### src/rtl/ad_cap_pkg.sv
// Shared types and constants for the AD9280 capture front end.
package ad_cap_pkg;

  typedef enum logic [1:0] {
    StIdle,
    StSample,
    StDone,
    StRelease
  } cap_state_e;

  localparam int unsigned AdcWidth      = 8;
  localparam int unsigned WordWidth     = 16;
  localparam int unsigned FullMarginDef = 4;

endpackage

### src/rtl/ad_sample_buf_if.sv
// Capture control, ADC input and FIFO write-side signals of the sample buffer.
interface ad_sample_buf_if;
  import ad_cap_pkg::*;

  logic [AdcWidth-1:0]  ad_data;
  logic [31:0]          sample_len;
  logic [15:0]          sample_div;
  logic                 ad_sample_req;
  logic                 ad_sample_ack;
  logic                 read_req;
  logic                 read_req_ack;
  logic [11:0]          fifo_wr_count;
  logic                 fifo_wr_en;
  logic [WordWidth-1:0] fifo_wr_data;
  logic                 overflow;
  logic [15:0]          drop_cnt;

  modport master (
    output ad_data, sample_len, sample_div, ad_sample_req, read_req, fifo_wr_count,
    input  ad_sample_ack, read_req_ack, fifo_wr_en, fifo_wr_data, overflow, drop_cnt
  );

  modport slave (
    input  ad_data, sample_len, sample_div, ad_sample_req, read_req, fifo_wr_count,
    output ad_sample_ack, read_req_ack, fifo_wr_en, fifo_wr_data, overflow, drop_cnt
  );

endinterface

### src/rtl/ad_sample_fmt.sv
// Registers the raw ADC byte and widens it to a FIFO word (signed or zero-extended).
module ad_sample_fmt
  import ad_cap_pkg::*;
#(
  parameter bit DATA_SIGNED = 1'b1
) (
  input  logic                 clk_i,
  input  logic                 rst_i,
  input  logic [AdcWidth-1:0]  ad_data_i,
  output logic [WordWidth-1:0] word_o
);

  logic [AdcWidth-1:0]  s;
  logic [WordWidth-1:0] word_d, word_q;

  always_comb begin
    // Flipping the MSB turns offset binary into two's complement.
    s = ad_data_i ^ {1'b1, {(AdcWidth-1){1'b0}}};
    if (DATA_SIGNED) begin
      word_d = {{(WordWidth-AdcWidth){s[AdcWidth-1]}}, s};
    end else begin
      word_d = {{(WordWidth-AdcWidth){1'b0}}, ad_data_i};
    end
  end

  always_ff @(posedge clk_i or posedge rst_i) begin
    if (rst_i) begin
      word_q <= '0;
    end else begin
      word_q <= word_d;
    end
  end

  assign word_o = word_q;

endmodule

### src/rtl/ad_sample_buf.sv
// Capture FSM: decimates the ADC stream into the sample FIFO for a requested length,
// counting samples dropped while the FIFO is near full.
module ad_sample_buf
  import ad_cap_pkg::*;
#(
  parameter int unsigned FIFO_DEPTH  = 4096,
  parameter int unsigned FULL_MARGIN = FullMarginDef,
  parameter bit          DATA_SIGNED = 1'b1
) (
  input logic            clk,
  input logic            rst,
  ad_sample_buf_if.slave bus
);

  localparam int unsigned FullLevel = FIFO_DEPTH - FULL_MARGIN;

  cap_state_e           state_q, state_d;
  logic [31:0]          remain_q, remain_d;
  logic [15:0]          div_reg_q, div_reg_d;
  logic [15:0]          div_cnt_q, div_cnt_d;
  logic [15:0]          drop_cnt_q, drop_cnt_d;
  logic                 overflow_q, overflow_d;
  logic                 wr_en_q, wr_en_d;
  logic [WordWidth-1:0] wr_data_q, wr_data_d;
  logic                 ack_q, ack_d;
  logic                 rd_ack_q, rd_ack_d;
  logic [WordWidth-1:0] fmt_word;
  logic                 tick;
  logic                 near_full;

  ad_sample_fmt #(
    .DATA_SIGNED (DATA_SIGNED)
  ) u_fmt (
    .clk_i     (clk),
    .rst_i     (rst),
    .ad_data_i (bus.ad_data),
    .word_o    (fmt_word)
  );

  assign tick      = (div_cnt_q == div_reg_q);
  assign near_full = 32'(bus.fifo_wr_count) >= FullLevel;

  always_comb begin
    state_d    = state_q;
    remain_d   = remain_q;
    div_reg_d  = div_reg_q;
    div_cnt_d  = div_cnt_q;
    drop_cnt_d = drop_cnt_q;
    overflow_d = overflow_q;
    wr_en_d    = 1'b0;
    wr_data_d  = wr_data_q;

    unique case (state_q)
      StIdle: begin
        if (bus.ad_sample_req) begin
          remain_d   = bus.sample_len;
          div_reg_d  = bus.sample_div;
          div_cnt_d  = '0;
          drop_cnt_d = '0;
          overflow_d = 1'b0;
          state_d    = (bus.sample_len == 32'd0) ? StDone : StSample;
        end
      end
      StSample: begin
        if (!bus.ad_sample_req) begin
          state_d = StRelease;
        end else if (tick) begin
          // The ADC cannot be stalled, so a dropped sample still consumes length.
          div_cnt_d = '0;
          remain_d  = remain_q - 32'd1;
          if (near_full) begin
            overflow_d = 1'b1;
            if (drop_cnt_q != 16'hFFFF) drop_cnt_d = drop_cnt_q + 16'd1;
          end else begin
            wr_en_d   = 1'b1;
            wr_data_d = fmt_word;
          end
          if (remain_q == 32'd1) state_d = StDone;
        end else begin
          div_cnt_d = div_cnt_q + 16'd1;
        end
      end
      StDone: begin
        if (!bus.ad_sample_req) state_d = StRelease;
      end
      StRelease: state_d = StIdle;
      default:   state_d = StIdle;
    endcase

    ack_d    = (state_q == StDone) && bus.ad_sample_req;
    rd_ack_d = bus.read_req && ((state_q == StSample) || (state_q == StDone));
  end

  always_ff @(posedge clk or posedge rst) begin
    if (rst) begin
      state_q    <= StIdle;
      remain_q   <= '0;
      div_reg_q  <= '0;
      div_cnt_q  <= '0;
      drop_cnt_q <= '0;
      overflow_q <= 1'b0;
      wr_en_q    <= 1'b0;
      wr_data_q  <= '0;
      ack_q      <= 1'b0;
      rd_ack_q   <= 1'b0;
    end else begin
      state_q    <= state_d;
      remain_q   <= remain_d;
      div_reg_q  <= div_reg_d;
      div_cnt_q  <= div_cnt_d;
      drop_cnt_q <= drop_cnt_d;
      overflow_q <= overflow_d;
      wr_en_q    <= wr_en_d;
      wr_data_q  <= wr_data_d;
      ack_q      <= ack_d;
      rd_ack_q   <= rd_ack_d;
    end
  end

  assign bus.ad_sample_ack = ack_q;
  assign bus.read_req_ack  = rd_ack_q;
  assign bus.fifo_wr_en    = wr_en_q;
  assign bus.fifo_wr_data  = wr_data_q;
  assign bus.overflow      = overflow_q;
  assign bus.drop_cnt      = drop_cnt_q;

endmodule

### src/flat_wrapper.sv
// flat-port wrapper written by rule: the top's interface ports become plain ports
module ad_sample_buf_flat import ad_cap_pkg::*;
#(
  parameter int unsigned FIFO_DEPTH  = 4096,
  parameter int unsigned FULL_MARGIN = FullMarginDef,
  parameter bit          DATA_SIGNED = 1'b1
)
  (clk, rst, bus_ad_data, bus_sample_len, bus_sample_div, bus_ad_sample_req, bus_read_req, bus_fifo_wr_count, bus_ad_sample_ack, bus_read_req_ack, bus_fifo_wr_en, bus_fifo_wr_data, bus_overflow, bus_drop_cnt);
  ad_sample_buf_if bus_i ();
  input logic clk;
  input logic rst;
  input wire logic [$bits(bus_i.ad_data)-1:0] bus_ad_data;
  input wire logic [$bits(bus_i.sample_len)-1:0] bus_sample_len;
  input wire logic [$bits(bus_i.sample_div)-1:0] bus_sample_div;
  input wire logic [$bits(bus_i.ad_sample_req)-1:0] bus_ad_sample_req;
  input wire logic [$bits(bus_i.read_req)-1:0] bus_read_req;
  input wire logic [$bits(bus_i.fifo_wr_count)-1:0] bus_fifo_wr_count;
  output wire logic [$bits(bus_i.ad_sample_ack)-1:0] bus_ad_sample_ack;
  output wire logic [$bits(bus_i.read_req_ack)-1:0] bus_read_req_ack;
  output wire logic [$bits(bus_i.fifo_wr_en)-1:0] bus_fifo_wr_en;
  output wire logic [$bits(bus_i.fifo_wr_data)-1:0] bus_fifo_wr_data;
  output wire logic [$bits(bus_i.overflow)-1:0] bus_overflow;
  output wire logic [$bits(bus_i.drop_cnt)-1:0] bus_drop_cnt;
  assign bus_i.ad_data = bus_ad_data;
  assign bus_i.sample_len = bus_sample_len;
  assign bus_i.sample_div = bus_sample_div;
  assign bus_i.ad_sample_req = bus_ad_sample_req;
  assign bus_i.read_req = bus_read_req;
  assign bus_i.fifo_wr_count = bus_fifo_wr_count;
  assign bus_ad_sample_ack = bus_i.ad_sample_ack;
  assign bus_read_req_ack = bus_i.read_req_ack;
  assign bus_fifo_wr_en = bus_i.fifo_wr_en;
  assign bus_fifo_wr_data = bus_i.fifo_wr_data;
  assign bus_overflow = bus_i.overflow;
  assign bus_drop_cnt = bus_i.drop_cnt;
  ad_sample_buf #(.FIFO_DEPTH(FIFO_DEPTH), .FULL_MARGIN(FULL_MARGIN), .DATA_SIGNED(DATA_SIGNED)) u_core (.clk(clk), .rst(rst), .bus(bus_i));
endmodule
### config.mk
export PLATFORM = sky130hd
export DESIGN_NAME = ad_sample_buf_flat
export DESIGN_NICKNAME = d
export VERILOG_FILES = /design/src/rtl/ad_cap_pkg.sv /design/src/rtl/ad_sample_buf_if.sv /design/src/rtl/ad_sample_fmt.sv /design/src/rtl/ad_sample_buf.sv /design/src/flat_wrapper.sv
export SDC_FILE = /design/constraint.sdc
export NUM_CORES = 1
export LEC_CHECK = 0
export CORE_MARGIN = 1
export CORE_UTILIZATION = 52
export CTS_CLUSTER_DIAMETER = 80
export DETAILED_ROUTE_END_ITERATION = 12
export PLACE_DENSITY = 0.8
export SLEW_MARGIN = 20
export SYNTH_ARGS = -nofsm -noshare
export SYNTH_HDL_FRONTEND = slang
export SYNTH_SLANG_ARGS = --single-unit
### constraint.sdc
create_clock -name clk -period 4.75 [get_ports clk]
set_input_delay 1.425 -clock clk [delete_from_list [all_inputs] [get_ports clk]]
set_output_delay 1.425 -clock clk [all_outputs]
set_load 0.01 [all_outputs]
==> impl_metrics.ini <==
[floorplan]
die_h_um = 105
top_level_ports = 108
core_area_um2 = 10300
floorplan.initialDensity_pct = 53.4
rows = 37
dieArea_um2 = 11000
chipWidth_um = 105

[clock_network]
clock_latency_ns = 0.38
cts_inserted_buffers = 9
cts_tree = built
clock-sinks = 102
postCtsHoldBufs = 0
post_cts_buffers = 0
ctsHtreeMaxLevel = 3
post_cts_resize_count = 0
ctsLongestPathBuffers = 2
cts_root_buf = sky130_fd_sc_hd__clkbuf_8
path_clk_slew_ns = 0.09

[drt]
wl_um = 13200
route.detailed.drc = 0
wl_per_cell_um = 16.4
detailroute.via_count = 4752
antenna_left = 0
viasPerCell = 5.93
drt-pass1-iter-count = 5
drtIter0Drc = 318

[final_layout]
syn_to_final_growth_pct = 23.3
fin_cells = 802
layout-drive-gt1-share_pct = 9.76
antenna_cells = 0
nets = 740
layout_commonest_cell = sky130_fd_sc_hd__clkdlybuf4s50_1
commonest_non_fill_non_tap_cells_in_the_layout = 105 x sky130_fd_sc_hd__clkdlybuf4s50_1, 102 x sky130_fd_sc_hd__dfrtp_1, 54 x sky130_fd_sc_hd__nor2_1

[synth]
async_flop_share_pct = 100
mux_share_of_post_synthesis_cell_area_pct = 6.22
ys_seq_elements = 102
synth_seq_area_share_pct = 46.5
synth-edff-count = 0
synth_xor_area_share_pct = 4.63
synth_fa_ha_area_share_pct = 1.59
synth_cell_types = 59
syn_inst = 576
synth.yosys.warnings = 0
syn_area_um2 = 5490
ys.flop_type = sky130_fd_sc_hd__dfrtp_1
combinational_family_with_the_most_area_after_synthesis = simple AND/OR/NAND/NOR gates
synth_compound_gate_area_share_pct = 15.9
synth_nets = 655
synth_simple_gate_area_share_pct = 20.5
postSynthAreaPerCell_um2 = 9.53

[sta]
hold_viol_final = 0
drv_slew = 0
final.setup.worst_slack_ns = 1.44
grt_setup_unrepaired = false
max_slew_headroom_pct = 31.8
worst-slew-pin-transition_ns = 1.02
min_period_ns = 3.31
finalClockSkew_ns = 0.00924
final_min_period_over_clock_period_pct = 69.7
final_number_of_setup_violating_endpoints = 0
totalNegativeSetupSlack_ns = 0
max_freq_mhz = 302

[placement]
final_weighted_congestion_of_routability_driven_global_placement = 0.819
detailed_place_hpwl_um = 9370
dp_worst_setup_slack_ns = 1.07
buffer_ports.inserted = 105
placedCellCount = 786

[grt]
global_route_wire_length_before_repair_um = 21700
grt_pass1_vias = 4613
grt_max_degree = 74
antenna_violations_before_repair = 0
global_route_overflow = 0
grt_util_overall_pct = 24.8

[critical_path]
timing.critical_path.to_type = flip-flop
arrival_ns = 3.60
crit_path_start_kind = input port
setup.worst_path.class = input port to flip-flop
cp.required_ns = 5.04
worst-path-max-fanout = 33
rrSetupSlack_ns = 1.73

[power_and_ir_drop]
pwrdens_nw_per_um2 = 462
leakage_uw = 0.00286
vdd_ir_drop_max_v = 0.000278

[min_path]
min-delay-path-class = flip-flop to flip-flop

[flow_run]
cap_violations = 0

[outcome]
status = finished, final reports clean
## registers in the layout, summed over array words and instances (netlist names), 2 cells and up
name,count
u_core.bus.drop_cnt,16
u_core.div_reg_q,16
u_core.u_fmt.word_o,8
u_core.remain_q,32
u_core.div_cnt_q,16
u_core.bus.fifo_wr_data,8
u_core.state_q,2
## area by class of cell
| cell class | count | area [um^2] |
|---|---|---|
| Sequential cell | 102 | 2550 |
| Multi-Input combinational cell | 421 | 2690 |
| Timing Repair Buffer | 112 | 1100 |
| Clock inverter | 6 | 68.8 |
| Tap cell | 136 | 170 |
| Inverter | 15 | 58.8 |
| Clock buffer | 10 | 128 |
| Fill cell | 874 | 3510 |
## path summary, 6_finish.rpt
path                                         from                          to  cells past startpoint
max                             bus_ad_sample_req          u_core.remain_q[9]                      5
min                        u_core.u_fmt.word_o[1]  u_core.bus.fifo_wr_data[1]                      1
max reg2reg                     u_core.state_q[1]     u_core.bus.drop_cnt[11]                      8
min reg2reg                u_core.u_fmt.word_o[1]  u_core.bus.fifo_wr_data[1]                      1
max in group asynchronous                     rst         u_core.remain_q[14]                      3
min in group asynchronous                     rst        u_core.div_reg_q[13]                      2
## Yosys cell counts, types with 4 or more instances
library cell	count	share of area, %
sky130_fd_sc_hd__nor3_1	9	0.82
sky130_fd_sc_hd__mux2i_1	6	1.1
sky130_fd_sc_hd__a21oi_1	50	4.6
sky130_fd_sc_hd__buf_2	6	0.55
sky130_fd_sc_hd__a2bb2oi_1	6	0.96
sky130_fd_sc_hd__clkbuf_1	21	1.4
sky130_fd_sc_hd__buf_4	8	1.1
sky130_fd_sc_hd__and3_1	11	1.3
sky130_fd_sc_hd__o22ai_1	10	1.1
sky130_fd_sc_hd__a31oi_1	9	1.0
sky130_fd_sc_hd__nand2b_1	4	0.46
sky130_fd_sc_hd__mux2_2	25	5.1
sky130_fd_sc_hd__ha_1	7	1.6
sky130_fd_sc_hd__nand4_1	12	1.4
sky130_fd_sc_hd__or3_1	4	0.46
sky130_fd_sc_hd__o21ai_0	31	2.8
sky130_fd_sc_hd__and4_1	7	1.1
sky130_fd_sc_hd__a31o_2	5	0.80
sky130_fd_sc_hd__nand2_1	53	3.6
sky130_fd_sc_hd__o22a_1	4	0.64
sky130_fd_sc_hd__nand3_1	14	1.3
sky130_fd_sc_hd__or4_1	4	0.55
sky130_fd_sc_hd__nor2_1	54	3.7
sky130_fd_sc_hd__nor4_1	17	1.9
sky130_fd_sc_hd__xor2_1	27	4.3
sky130_fd_sc_hd__dfrtp_1	102	46
sky130_fd_sc_hd__inv_1	15	1.0
## power breakdown
part | total [uW] | internal [uW] | leakage, uW | switching [uW]
clock | 557 | 248 | 0.0000973 | 309
combinational | 1220 | 529 | 0.00148 | 696
sequential | 1350 | 1110 | 0.00128 | 237
## routing by layer
| layer | up-vias | wire, um | share of wire, % | track usage [%] |
|---|---|---|---|---|
| li1 | 2257 | - | - | - |
| met1 | 2333 | 5560 | 42 | 31.5 |
| met2 | 145 | 6760 | 51 | 43.1 |
| met3 | 17 | 631 | 4.8 | 4.18 |
| met4 | 0 | 207 | 1.6 | 7.85 |
| met5 | - | 0 | 0 | 0 |
## logic make-up (layout without fill, tap and decap cells)
| logic type | count (synthesis) | in the layout |
|---|---|---|
| xor+xnor | 29 | 29 |
| fa+ha+maj | 7 | 7 |
| flops | 102 | 102 |
| compound gates | 142 | 142 |
| simple gates | 212 | 212 |
| buf+inv | 53 | 143 |
| mux | 31 | 31 |
## critical path, stage by stage
cell	delay, ns
sky130_fd_sc_hd__clkdlybuf4s50_1	0.52
sky130_fd_sc_hd__o21ai_1	0.48
sky130_fd_sc_hd__a21o_1	0.82
sky130_fd_sc_hd__o21ai_0	0.22
sky130_fd_sc_hd__o21ai_0	0.12
## through the flow
step / hold WS, ns / utilization (%) / area (um^2) / total power (uW)
global route: 0.485 / 65.9 / 6770 / 3360
detailed placement: 0.463 / 64.0 / 6580 / 2580
CTS: 0.486 / 65.9 / 6770 / 3130
global placement: 0.456 / 64.0 / 6580 / 2510
floorplan: 0.454 / - / 5490 / 2240
finish: 0.486 / 65.9 / 6770 / 3130
No activity file was read; power rests on OpenSTA's default activity.
